## src/rtl/exc_int_ctrl.sv

```systemverilog
// Exception/interrupt controller for the multicycle CPU: arbitrates events at
// instruction boundaries, produces STATUS/EPC/CAUSE write-backs and the handler redirect.
module exc_int_ctrl #(
  parameter logic [31:0] VEC_BASE = 32'h0000_0008,
  parameter int unsigned SHIFT    = 4
) (
  input  logic        Clk,
  input  logic        Rst,
  input  logic [31:0] sta,
  input  logic        Intr,
  input  logic        Ovr,
  input  logic        Unimpl,
  input  logic        Syscall,
  input  logic        Eret,
  input  logic        Inst_done,
  input  logic [31:0] Pc,
  input  logic [31:0] Next_pc,
  output logic [31:0] Sta_next,
  output logic        Wsta,
  output logic [31:0] Cause,
  output logic        Wcause,
  output logic [31:0] Epc,
  output logic        Wepc,
  output logic        Exc,
  output logic [31:0] Vec_pc,
  output logic        Inta,
  output logic        Busy
);

  typedef enum logic [1:0] {IDLE = 2'd0, SAVE = 2'd1, VECT = 2'd2, RET = 2'd3} state_t;

  localparam logic [1:0] CODE_INTR = 2'b00;
  localparam logic [1:0] CODE_SYS  = 2'b01;
  localparam logic [1:0] CODE_UNI  = 2'b10;
  localparam logic [1:0] CODE_OVF  = 2'b11;

  state_t      state, state_nx;
  logic        int_pend;
  logic [1:0]  code, code_nx;
  logic [31:0] epc_q, epc_nx;
  logic [31:0] sta_q, sta_nx;

  // Boundary arbitration and next-state; captured values only change on an accepted event.
  always_comb begin
    state_nx = state;
    code_nx  = code;
    epc_nx   = epc_q;
    sta_nx   = sta_q;
    case (state)
      IDLE: begin
        if (Inst_done) begin
          if (Eret) begin
            sta_nx   = sta >> SHIFT;
            state_nx = RET;
          end else if (Ovr && sta[3]) begin
            code_nx  = CODE_OVF;
            epc_nx   = Pc;
            sta_nx   = sta << SHIFT;
            state_nx = SAVE;
          end else if (Unimpl && sta[2]) begin
            code_nx  = CODE_UNI;
            epc_nx   = Pc;
            sta_nx   = sta << SHIFT;
            state_nx = SAVE;
          end else if (Syscall && sta[1]) begin
            code_nx  = CODE_SYS;
            epc_nx   = Next_pc;
            sta_nx   = sta << SHIFT;
            state_nx = SAVE;
          end else if (int_pend && sta[0]) begin
            code_nx  = CODE_INTR;
            epc_nx   = Next_pc;
            sta_nx   = sta << SHIFT;
            state_nx = SAVE;
          end else begin
            state_nx = IDLE;
          end
        end else begin
          state_nx = IDLE;
        end
      end
      SAVE:    state_nx = VECT;
      VECT:    state_nx = IDLE;
      RET:     state_nx = IDLE;
      default: state_nx = IDLE;
    endcase
  end

  // State, pending interrupt and captured write-back values.
  always_ff @(posedge Clk) begin
    if (Rst) begin
      state    <= IDLE;
      int_pend <= 1'b0;
      code     <= 2'b00;
      epc_q    <= 32'h0;
      sta_q    <= 32'h0;
    end else begin
      state    <= state_nx;
      // A still-asserted level request re-pends right after acknowledge.
      int_pend <= Intr | (int_pend & ~Inta);
      code     <= code_nx;
      epc_q    <= epc_nx;
      sta_q    <= sta_nx;
    end
  end

  assign Sta_next = sta_q;
  assign Epc      = epc_q;
  assign Cause    = {28'h0, code, 2'b00};
  assign Vec_pc   = VEC_BASE;
  assign Wsta     = (state == SAVE) || (state == RET);
  assign Wcause   = (state == SAVE);
  assign Wepc     = (state == SAVE);
  assign Exc      = (state == VECT);
  assign Inta     = (state == VECT) && (code == CODE_INTR);
  assign Busy     = (state != IDLE);

endmodule

```

## config.mk

```make
export PLATFORM = sky130hd
export DESIGN_NAME = exc_int_ctrl
export DESIGN_NICKNAME = d
export VERILOG_FILES = /design/src/rtl/exc_int_ctrl.sv
export SDC_FILE = /design/constraint.sdc
export NUM_CORES = 1
export LEC_CHECK = 0
export BUFFER_PORTS_ARGS = -buffer_cell sky130_fd_sc_hd__buf_2
export CAP_MARGIN = 40
export CORE_AREA = 2 2 94 96
export CTS_BUF_LIST = sky130_fd_sc_hd__clkbuf_16
export DETAILED_ROUTE_END_ITERATION = 16
export DIE_AREA = 0 0 96 98
export PLACE_DENSITY = 0.83
export SLEW_MARGIN = 30
export SYNTH_ARGS = -nofsm -noshare
export SYNTH_HDL_FRONTEND = slang
export SYNTH_SLANG_ARGS = --single-unit
```

## constraint.sdc

```tcl
create_clock -name Clk -period 2.7 [get_ports Clk]
set_input_delay 0.135 -clock Clk [delete_from_list [all_inputs] [get_ports Clk]]
set_output_delay 0.135 -clock Clk [all_outputs]
set_load 0.02 [all_outputs]
```

==> summary.md <==
| Metric | Value |
|---|---|
| Nets | `between 600 and 700` |
| Pin count of the biggest net entering global routing | `40` |
| # fillers | `roughly 790` |
| Postcts setup bufs | `0` |
| Final Hold Viols | `0` |
| F_max | `around 0.55 GHz` |
| Design Area, Final | `~0.0046 mm^2` |
| Placed Area | `about 0.0043 mm^2` |
| Antenna cells | `0` |
| Hold_buf cts | `0` |
| Worst EP required | `between 2 and 3 ns` |
| Tmin final | `about 1.8 ns` |
| Initial antenna violation count | `0` |
| Vias in the first global route | `3173` |
| GRT overflow | `0` |
| Clk_skew | `approximately 0.0039 ns` |
| Most common cell in the netlist | `dfxtp_1` |
| Via Count | `~3500` |
| Cell count after synthesis | `400` |
| Share of cells above drive strength 1 | `between 30% and 40%` |
| Buf/Inv on CP | `0` |
| CP Launch Type | `flop` |
| Yosys cell types | `32` |
| Routed WL per cell | `around 15 um` |
| GRT Total Usage | `between 20% and 30%` |
| DR top layer | `met4` |
| Area Overhead vs Synth | `25.7%` |
| Fin. max-slew vios | `0` |
| CTS max path bufs | `2` |
| Lkg Pwr | `2.30 nW` |
| Yosys top cell area share | `between 30% and 40%` |
| Port bufs | `between 150 and 200` |
| Non-filler cells, final | `~670` |
| Min-Delay Path Class | `primary input to flop` |
| Vias/cell | `5.20` |
| I/O Pins | `~240` |
| Yosys Warn Count | `0` |
| RSZ-0062 raised after global routing | `false` |
| Wire length on met3 | `a little under 700 um` |
| PostCTS Resize Cnt | `0` |
| Place WS | `about 0.89 ns` |
| Worst-path clk slew | `0.05 ns` |
| Post-Route WL | `a little over 10 mm` |
| CP Data Arrival Time | `roughly 2 ns` |
| Cell Area, Synth | `0.00366 mm^2` |
| Max-Cap Viols | `0` |
| Crit Path Max Fanout | `32` |
| CTS buffer count | `9` |
| Die Wd | `96 um` |
| Endpoint class of the critical path | `flop` |
| Pwr Density | `approximately 600 mW/mm^2` |
| TNS Setup | `0 ns` |
| WS Path Type | `flop to flop` |
| Die ar. | `around 0.0094 mm^2` |
| GP Congestion | `0.918` |
| Critical-path cell list | `or3b_1, a211oi_4, nor2_4, o2bb2ai_1` |
| H-tree depth | `3` |
| Status | `finished, final reports clean` |
| Final setup viols | `0` |
| Seq cells post-synth | `between 60 and 70` |
| First-pass GRT wire length | `~16 mm` |
| Synth Flop Type | `dfxtp_1` |
| CTS tree | `yes` |
| Maximum vdd drop | `between 0.0003 and 0.0004 V` |
| Asr flop ratio synth | `0%` |
| Die Ht | `98 um` |
| Largest cells by area after synthesis | `dfxtp_1, buf_4, mux2i_1` |
| WL met1 | `4.32 mm` |
| Wire length on met2 | `4.80 mm` |
| CP top delay family | `simple AND/OR/NAND/NOR gates` |
| Pre-antenna DRT Iters | `4` |
| Core footprint | `roughly 0.0085 mm^2` |
| DR DRC count | `0` |
| DR iter-0 viols | `about 180` |
| Rows | `34` |
| Commonest cells in the netlist | `dfxtp_1, buf_4, nand3_1, mux2i_1, o2bb2ai_1` |
| Clock Root Buffer | `clkbuf_16` |
| Clock insertion delay at the later pin of the skew report | `0.32 ns` |
| Post-DRT Antenna Nets | `0` |
| Yosys top cell by area | `dfxtp_1` |
| Clock Sinks | `between 60 and 70` |
| Least-Margin Pin Slew | `0.739 ns` |
| Cell count after placement | `652` |
| Initial core utilization | `a little over two fifths` |
| CP max stage cell | `or3b_1` |
| Final WS setup | `roughly 0.87 ns` |
| Seq/Total Area, Yosys | `between 30% and 40%` |
| Mapped Avg Cell Area | `9.16 um^2` |
| Hpwl dp | `approximately 7.4 mm` |
| Slew headroom | `50.6%` |
| Post-synth EDFFs | `0` |
| Hold_ws | `0.0235 ns` |
| CP max stage delay | `0.46 ns` |
| Final Cycle Share | `about 68%` |
## worst paths after layout
path                         from                    to  slack (ns)  cells past startpoint
max           state[0]$_SDFF_PP0_   Epc[8]$_SDFFE_PP0P_        0.87                      4
min                          Intr   int_pend$_SDFF_PP0_        0.02                      3
max reg2reg   state[0]$_SDFF_PP0_   Epc[8]$_SDFFE_PP0P_        0.87                      4
min reg2reg  Epc[10]$_SDFFE_PP0P_  Epc[10]$_SDFFE_PP0P_        0.46                      1
## layout by cell type, fill, tap and decap left out, drive strengths merged
cell | synthesis | final
a21oi | 27 | 27
nor3b | 1 | 1
a32oi | 5 | 5
nand2 | 1 | 1
o221ai | 24 | 24
dfxtp | 69 | 69
o31ai | 2 | 2
or2 | 1 | 1
nand2b | 1 | 1
or3 | 2 | 2
nor2b | 1 | 1
clkbuf | 21 | 9
or3b | 1 | 1
o211ai | 1 | 1
clkinv | 0 | 5
nor2 | 14 | 14
conb | 2 | 62
nor3 | 1 | 1
a22o | 2 | 2
inv | 2 | 4
a22oi | 6 | 6
and3 | 24 | 24
mux2i | 32 | 32
a211oi | 2 | 2
buf | 78 | 183
o2bb2ai | 32 | 32
nand3 | 48 | 48
## where the power goes
group / total (mW) / internal [mW] / switching, mW
combinational: 0.611 / 0.211 / 0.400
clock: 1.03 / 0.608 / 0.423
sequential: 1.13 / 1.08 / 0.0434
## tightest hold or removal path, delay by kind of cell
family,cells,cell delay [ns]
AO/OA/AOI/OAI,1,0.03
buffers and inverters,1,0.08
AND/OR/NAND/NOR,1,0.06
## through the flow
stage	utilization (%)	power, mW
final	54.4	2.77
after global routing	54.4	2.89
after CTS	54.4	2.78
after detailed placement	51.3	1.75
after global placement	51.3	1.74
after floorplan	-	1.61
## per-layer routing
metal  up-vias  track usage (%)
met5         -                0
met2       175             32.4
met4         0             8.24
met1      1599             28.1
li1       1675                -
met3        24             3.78
## cell families after synthesis
kind of cell | after synthesis | share of synthesized area (%)
multiplexers | 32 | 8.74
AND/OR/NAND/NOR | 95 | 14.0
other | 2 | 0.205
buffers and inverters | 101 | 17.9
flip-flops | 69 | 37.7
AO/OA/AOI/OAI | 101 | 21.5
## registers in the layout, summed over array words and instances (netlist names)
name / flops
Sta_next: 32
Epc: 32
int_pend: 1
code: 2
state: 2
## final cells by class
class | instances | area (um^2) | share of cell area (%)
clock buffers | 9 | 225 | 4.89
clock inverters | 7 | 35.0 | 0.760
inverters | 2 | 7.51 | 0.163
multi-input cells | 290 | 1870 | 40.7
flip-flops and latches | 69 | 1380 | 30.0
well taps | 108 | 135 | 2.93
repair buffers | 183 | 948 | 20.6
(Power assumes the default switching activity.)
